--- src/rtl/sobel_window_gen_pkg.sv ---
// Shared constants and types for the Sobel window generator.
package sobel_window_gen_pkg;

  localparam int IMG_WIDTH_DEF       = 32;
  localparam int PIXEL_WIDTH_IN_DEF  = 8;
  // One extra bit so the zero-extended pixel is always non-negative downstream.
  localparam int PIXEL_WIDTH_OUT_DEF = PIXEL_WIDTH_IN_DEF + 1;
  localparam int COL_WIDTH           = $clog2(IMG_WIDTH_DEF);

  // The row counter only needs to distinguish rows 0, 1 and "2 or later".
  localparam int                   ROW_WIDTH = 2;
  localparam logic [ROW_WIDTH-1:0] ROW_LAST  = 2'd2;
  localparam logic [ROW_WIDTH-1:0] ROW_ONE   = 2'd1;

  typedef logic [PIXEL_WIDTH_IN_DEF-1:0] pixel_in_t;

endpackage

--- src/rtl/sobel_line_buffer.sv ---
// One image row of storage: combinational read, clocked write at the same
// address, so a read in the write cycle returns the previous row's pixel.
module sobel_line_buffer #(
  parameter int DEPTH = 32,
  parameter int WIDTH = 8
) (
  input  logic                     clk_i,
  input  logic                     we_i,
  input  logic [$clog2(DEPTH)-1:0] addr_i,
  input  logic [WIDTH-1:0]         wdata_i,
  output logic [WIDTH-1:0]         rdata_o
);

  logic [WIDTH-1:0] mem_q [DEPTH];

  assign rdata_o = mem_q[addr_i];

  // Contents are never cleared; stale data is masked by row gating upstream.
  always_ff @(posedge clk_i) begin
    if (we_i) begin
      mem_q[addr_i] <= wdata_i;
    end
  end

endmodule

--- src/rtl/sobel_window_gen.sv ---
// Raster pixel stream to 3x3 window generator feeding sobel_core.
// Optional build macro SOBEL_WIN_OUT_REG_EN adds one output register stage
// (latency 2 instead of 1).
module sobel_window_gen
  import sobel_window_gen_pkg::*;
#(
  parameter int IMG_WIDTH       = sobel_window_gen_pkg::IMG_WIDTH_DEF,
  parameter int PIXEL_WIDTH_IN  = sobel_window_gen_pkg::PIXEL_WIDTH_IN_DEF,
  parameter int PIXEL_WIDTH_OUT = sobel_window_gen_pkg::PIXEL_WIDTH_OUT_DEF
) (
  input  logic                       clk_i,
  input  logic                       nreset_i,
  input  logic                       in_valid_i,
  input  logic                       in_sof_i,
  input  logic [PIXEL_WIDTH_IN-1:0]  in_pixel_i,
  output logic                       out_valid_o,
  output logic                       out_eol_o,
  output logic [PIXEL_WIDTH_OUT-1:0] pix0_0_o,
  output logic [PIXEL_WIDTH_OUT-1:0] pix0_1_o,
  output logic [PIXEL_WIDTH_OUT-1:0] pix0_2_o,
  output logic [PIXEL_WIDTH_OUT-1:0] pix1_0_o,
  output logic [PIXEL_WIDTH_OUT-1:0] pix1_1_o,
  output logic [PIXEL_WIDTH_OUT-1:0] pix1_2_o,
  output logic [PIXEL_WIDTH_OUT-1:0] pix2_0_o,
  output logic [PIXEL_WIDTH_OUT-1:0] pix2_1_o,
  output logic [PIXEL_WIDTH_OUT-1:0] pix2_2_o
);

  localparam int               COL_W    = $clog2(IMG_WIDTH);
  localparam logic [COL_W-1:0] COL_LAST = COL_W'(IMG_WIDTH - 1);
  localparam logic [COL_W-1:0] COL_ONE  = COL_W'(1);
  localparam logic [COL_W-1:0] COL_TWO  = COL_W'(2);

  function automatic logic [PIXEL_WIDTH_OUT-1:0] zext(input logic [PIXEL_WIDTH_IN-1:0] p);
    logic [PIXEL_WIDTH_OUT-1:0] z;
    z = '0;
    z[PIXEL_WIDTH_IN-1:0] = p;
    return z;
  endfunction

  logic [COL_W-1:0]          col_q, col_d, eff_col;
  logic [ROW_WIDTH-1:0]      row_q, row_d, eff_row;
  logic                      valid_q, valid_d, eol_q, eol_d;
  logic [PIXEL_WIDTH_IN-1:0] win_q [3][3];
  logic [PIXEL_WIDTH_IN-1:0] win_d [3][3];
  logic [PIXEL_WIDTH_IN-1:0] lb0_rd, lb1_rd;
  logic [8:0][PIXEL_WIDTH_OUT-1:0] win_ext, out_pix;
  logic                      out_valid, out_eol;

  // sof forces the pixel to (row 0, col 0) whatever the counters hold.
  assign eff_col = in_sof_i ? '0 : col_q;
  assign eff_row = in_sof_i ? '0 : row_q;

  // lb0 holds the row before last, lb1 the previous row.
  sobel_line_buffer #(.DEPTH(IMG_WIDTH), .WIDTH(PIXEL_WIDTH_IN)) u_lb0 (
    .clk_i   (clk_i),
    .we_i    (in_valid_i),
    .addr_i  (eff_col),
    .wdata_i (lb1_rd),
    .rdata_o (lb0_rd)
  );

  sobel_line_buffer #(.DEPTH(IMG_WIDTH), .WIDTH(PIXEL_WIDTH_IN)) u_lb1 (
    .clk_i   (clk_i),
    .we_i    (in_valid_i),
    .addr_i  (eff_col),
    .wdata_i (in_pixel_i),
    .rdata_o (lb1_rd)
  );

  // Column/row counters and window qualification for each accepted pixel.
  always_comb begin
    col_d   = col_q;
    row_d   = row_q;
    valid_d = 1'b0;
    eol_d   = 1'b0;
    if (in_valid_i) begin
      if (eff_col == COL_LAST) begin
        col_d = '0;
        row_d = (eff_row == ROW_LAST) ? ROW_LAST : eff_row + ROW_ONE;
      end else begin
        col_d = eff_col + COL_ONE;
        row_d = eff_row;
      end
      valid_d = (eff_row == ROW_LAST) && (eff_col >= COL_TWO);
      eol_d   = valid_d && (eff_col == COL_LAST);
    end
  end

  // Shift the window left and load the new column from the line buffers.
  always_comb begin
    win_d = win_q;
    if (in_valid_i) begin
      for (int r = 0; r < 3; r++) begin
        win_d[r][0] = win_q[r][1];
        win_d[r][1] = win_q[r][2];
      end
      win_d[0][2] = lb0_rd;
      win_d[1][2] = lb1_rd;
      win_d[2][2] = in_pixel_i;
    end
  end

  // Counter, window and strobe registers.
  always_ff @(posedge clk_i or negedge nreset_i) begin
    if (!nreset_i) begin
      col_q   <= '0;
      row_q   <= '0;
      valid_q <= 1'b0;
      eol_q   <= 1'b0;
      for (int r = 0; r < 3; r++) begin
        for (int c = 0; c < 3; c++) begin
          win_q[r][c] <= '0;
        end
      end
    end else begin
      col_q   <= col_d;
      row_q   <= row_d;
      valid_q <= valid_d;
      eol_q   <= eol_d;
      win_q   <= win_d;
    end
  end

  // Zero-extend the window into a flat bus, index = row*3 + col.
  always_comb begin
    win_ext = '0;
    for (int r = 0; r < 3; r++) begin
      for (int c = 0; c < 3; c++) begin
        win_ext[r*3+c] = zext(win_q[r][c]);
      end
    end
  end

`ifdef SOBEL_WIN_OUT_REG_EN
  logic [8:0][PIXEL_WIDTH_OUT-1:0] out_pix_q;
  logic                            out_valid_q, out_eol_q;

  // Extra retiming stage on every output.
  always_ff @(posedge clk_i or negedge nreset_i) begin
    if (!nreset_i) begin
      out_pix_q   <= '0;
      out_valid_q <= 1'b0;
      out_eol_q   <= 1'b0;
    end else begin
      out_pix_q   <= win_ext;
      out_valid_q <= valid_q;
      out_eol_q   <= eol_q;
    end
  end

  assign out_pix   = out_pix_q;
  assign out_valid = out_valid_q;
  assign out_eol   = out_eol_q;
`else
  assign out_pix   = win_ext;
  assign out_valid = valid_q;
  assign out_eol   = eol_q;
`endif

  assign out_valid_o = out_valid;
  assign out_eol_o   = out_eol;
  assign pix0_0_o    = out_pix[0];
  assign pix0_1_o    = out_pix[1];
  assign pix0_2_o    = out_pix[2];
  assign pix1_0_o    = out_pix[3];
  assign pix1_1_o    = out_pix[4];
  assign pix1_2_o    = out_pix[5];
  assign pix2_0_o    = out_pix[6];
  assign pix2_1_o    = out_pix[7];
  assign pix2_2_o    = out_pix[8];

endmodule

--- config.mk ---
export PLATFORM = sky130hd
export DESIGN_NAME = sobel_window_gen
export DESIGN_NICKNAME = d
export VERILOG_FILES = /design/src/rtl/sobel_window_gen_pkg.sv /design/src/rtl/sobel_line_buffer.sv /design/src/rtl/sobel_window_gen.sv
export SDC_FILE = /design/constraint.sdc
export NUM_CORES = 1
export LEC_CHECK = 0
export ABC_AREA = 1
export BUFFER_PORTS_ARGS = -buffer_cell sky130_fd_sc_hd__buf_4
export CAP_MARGIN = 20
export CORE_AREA = 8 8 209 211
export CTS_BUF_LIST = sky130_fd_sc_hd__clkbuf_8
export CTS_CLUSTER_SIZE = 16
export DETAILED_ROUTE_END_ITERATION = 7
export DIE_AREA = 0 0 217 219
export PLACE_DENSITY = 0.76
export SYNTH_ARGS = -nofsm -noshare
export SYNTH_HDL_FRONTEND = slang
export SYNTH_SLANG_ARGS = --single-unit
--- constraint.sdc ---
create_clock -name clk_i -period 4.9 [get_ports clk_i]
set_input_delay 0.98 -clock clk_i [delete_from_list [all_inputs] [get_ports clk_i]]
set_output_delay 0.98 -clock clk_i [all_outputs]
set_load 0.05 [all_outputs]
==> results.txt <==
----------------------------------------------------
[STA]
  Unrepaired setup endpoints after global routing ... no
  Number of setup violations in the final report ... 0
  Min setup slack post-route ... roughly 1.5 ns
  F_max ... 290 MHz
  Post-route clock skew ... 0.0354 ns
  Count of pins over their slew limit ... 0
  Crit path time final ... 3.45 ns
  Remaining max-slew budget at the tightest pin ... 0.330
  Share of the clock period used by the worst path after layout ... 0.704
  Tightest Pin Transition ... approximately 1.0 ns
  Final hold violation count ... 0
  Final total negative setup slack ... 0 ns

[Global routing]
  Grt ovf ... 0
  First-pass GRT wire length ... 94700 um
  Pin count of the biggest net entering global routing ... 82
  Number of global-route vias before repair ... roughly 17000
  Total track usage ... 0.258
  Number of antenna violations at the first check in global routing ... 0

[Setup path]
  Critical Path Most Common Cell ... sky130_fd_sc_hd__nand2_1
  Endpoint required time on the critical path ... 5.23 ns
  Cell at the slowest stage of the critical path ... sky130_fd_sc_hd__dfrtp_2
  Cells along the critical path ... inv_1, nor2_4, buf_4, buf_4, nand2_1, nand3_1, nand3_1, nand2_1, nand2_1, nor2_1, nand2_1, buf_4
  Critical Path Source Type ... register
  Worst setup path class ... register to register
  Critical Path Sink Type ... register
  Highest cell delay on the worst timing path ... 0.93 ns
  Max FO, Critical Path ... 35
  Arr. time, crit path ... 3.78 ns

[Clocking]
  Clock sink count ... slightly below 600
  CTS H-Tree Depth ... 3
  Buffer count from post-CTS setup fixing ... 0
  Clock transition at the register clock pins on the worst setup and hold paths after CTS ... 0.06 ns
  Maximum count of clock buffers along a single path ... 3
  Post-cts sizing count ... 0
  Clock latency at the later pin of the worst-skew pair ... around 0.66 ns
  TritonCTS Buffers ... 91
  Clock tree root driver cell ... sky130_fd_sc_hd__clkbuf_8
  Number of hold buffers added after CTS ... 0
  Clock tree from TritonCTS ... yes

[Routing]
  DR iter-0 viols ... 2140
  Vias per inst ... between 5 and 6
  WL/cell ... between 15 and 20 um
  Drt drc ... 0
  Count of TritonRoute iterations in the first routing pass ... 5
  Vias after detailed routing ... about 17000
  Number of antenna-violating nets in the routed design ... 0
  Total detailed-routing wirelength ... around 60000 um

[Die]
  Top Ports ... 95
  Effective utilization at floorplan ... 0.608
  Overall die height ... approximately 220 um
  Core Region ... 40400 um^2
  Die outline area ... about 48000 um^2
  X dimension of the die ... roughly 220 um
  Std-Cell Rows ... 74

[Job]
  Max Cap Violations ... 0

[Placed design]
  Standard cell area after detailed placement ... between 20000 and 30000 um^2
  Buffers added on ports ... 85
  Setup Slack @ Placement ... between 1 and 1.5 ns
  Routability Congestion ... roughly 0.9
  Half-perimeter wire length after placement ... 36600 um

[Yosys]
  Sequential fraction of the synthesis area ... 0.709
  Synthesized instance count ... ~2300
  Summed instance area of the synthesized netlist ... roughly 25000 um^2
  Number of warnings printed during yosys synthesis ... 0
  Number of distinct library cell variants in the gate-level netlist after synthesis ... 26
  Post-synthesis register bit count ... just under 600
  Post-synthesis average cell area ... approximately 11 um^2

[Final layout]
  Layout cell share with drive strength beyond 1 ... 0.120
  Area overhead of the layout relative to synthesis ... 13.4%
  # diodes ... 0
  Utilization after layout ... 0.690
  Fill cells ... just under 3000
  Cell area after layout ... 27800 um^2
  Most common library cell in the layout ignoring fill and taps ... sky130_fd_sc_hd__nand2_1
  Most used cells in the layout excluding fill and tap cells ... sky130_fd_sc_hd__nand2_1 (718), sky130_fd_sc_hd__edfxtp_1 (512), sky130_fd_sc_hd__inv_1 (291), sky130_fd_sc_hd__nor2_1 (242), sky130_fd_sc_hd__nand3_1 (202)
  Net count of the finished layout ... approximately 2500

[Status]
  Status ... completed

[Min path]
  Path category of the worst min-delay check ... primary input to async pin

[Pwr]
  Leakage power figure ... approximately 12 nW
  Total power per unit cell area ... between 400 and 500 nW/um^2
  Worst IR Drop VDD ... between 0.2 and 0.3 mV

----------------------------------------------------
## state kept, by name, indices dropped and copies added, names as in the netlist
name,count
u_lb0.mem_q,256
u_lb1.mem_q,256
pix0_0_o,8
pix0_1_o,8
pix0_2_o,8
pix1_0_o,8
pix1_1_o,8
pix1_2_o,8
pix2_0_o,8
pix2_1_o,8
pix2_2_o,8
col_q,5
row_q,2
out_eol_o,1
out_valid_o,1
## kinds of logic after synthesis
family	Yosys count	synth area share
DFF	593	0.709
AOI/OAI and AO/OA	162	0.0337
and+or+nand+nor	1179	0.192
xor gates and xnor gates	1	0.000357
buffers and inverters	385	0.0626
adders and majority gates	5	0.00255
other	1	0.000153
## cell type report
type | instances | area, um^2 | area share
Clock inverter | 67 | 373 | 0.0134
Clock buffer | 96 | 1320 | 0.0474
Timing Repair Buffer | 169 | 1400 | 0.0503
Inverter | 270 | 1010 | 0.0364
Tap cell | 532 | 666 | 0.0239
Sequential cell | 593 | 17400 | 0.625
Multi-Input combinational cell | 1356 | 5670 | 0.204
## worst max-delay path, delay by kind of cell (launching register included)
kind | cells | cell delay [ns]
AND/OR/NAND/NOR | 8 | 0.91
flip-flops | 1 | 0.93
buffers and inverters | 4 | 1.26
## through the flow
step	hold slack, ns	power, mW	std cells
5_1_grt	0.283	11.8	3083
4_1_cts	0.475	11.4	3082
2_1_floorplan	0.449	6.97	2334
3_3_place_gp	0.457	7.57	2919
6_report	0.281	11.4	3083
3_5_place_dp	0.460	7.61	2919
## final timing paths
kind	to	slack [ns]	from	cells after the start
max	u_lb0.mem_q[28][1]	1.45	col_q[0]	12
min	pix1_1_o[2]	0.28	nreset_i	1
max reg2reg	u_lb0.mem_q[28][1]	1.45	col_q[0]	12
min reg2reg	pix0_0_o[2]	0.48	pix0_0_o[2]	2
max in group asynchronous	col_q[0]	3.99	nreset_i	2
min in group clk_i	pix0_0_o[2]	0.48	pix0_0_o[2]	2
## report_power, final
| part | internal, mW | switching, mW | leakage [nW] | total, mW |
|---|---|---|---|---|
| logic | 0.409 | 1.23 | 5.21 | 1.64 |
| clock network | 1.97 | 1.89 | 0.958 | 3.86 |
| registers | 5.78 | 0.103 | 5.62 | 5.88 |
## routing by layer
| layer | global-route usage | wire length, um |
|---|---|---|
| met5 | 0 | 0 |
| met4 | 0.114 | 2130 |
| met3 | 0.0478 | 6360 |
| met2 | 0.407 | 28400 |
| met1 | 0.350 | 24800 |
## cells in the mapped netlist
master,number,area (um^2)
sky130_fd_sc_hd__inv_1,266,998
sky130_fd_sc_hd__o21ai_0,133,666
sky130_fd_sc_hd__clkbuf_1,41,154
sky130_fd_sc_hd__nor3_1,2,10.0
sky130_fd_sc_hd__buf_1,21,78.8
sky130_fd_sc_hd__o21ai_1,15,75.1
sky130_fd_sc_hd__conb_1,1,3.75
sky130_fd_sc_hd__o22ai_1,10,62.6
sky130_fd_sc_hd__ha_1,5,62.6
sky130_fd_sc_hd__o32ai_1,1,8.76
sky130_fd_sc_hd__nor4_1,1,6.26
sky130_fd_sc_hd__buf_4,10,75.1
sky130_fd_sc_hd__xor2_1,1,8.76
sky130_fd_sc_hd__nor2_2,3,18.8
sky130_fd_sc_hd__nand3_1,202,1010
sky130_fd_sc_hd__dfrtp_1,81,2030
sky130_fd_sc_hd__clkbuf_2,1,5.00
sky130_fd_sc_hd__nor2_1,243,912
sky130_fd_sc_hd__clkinv_1,2,7.51
sky130_fd_sc_hd__nand2_2,1,6.26
sky130_fd_sc_hd__a21oi_1,3,15.0
sky130_fd_sc_hd__nand2_1,719,2700
sky130_fd_sc_hd__or2_2,8,50.1
sky130_fd_sc_hd__edfxtp_1,512,15400
sky130_fd_sc_hd__inv_2,2,7.51
sky130_fd_sc_hd__buf_2,42,210
(Power assumes the default switching activity.)
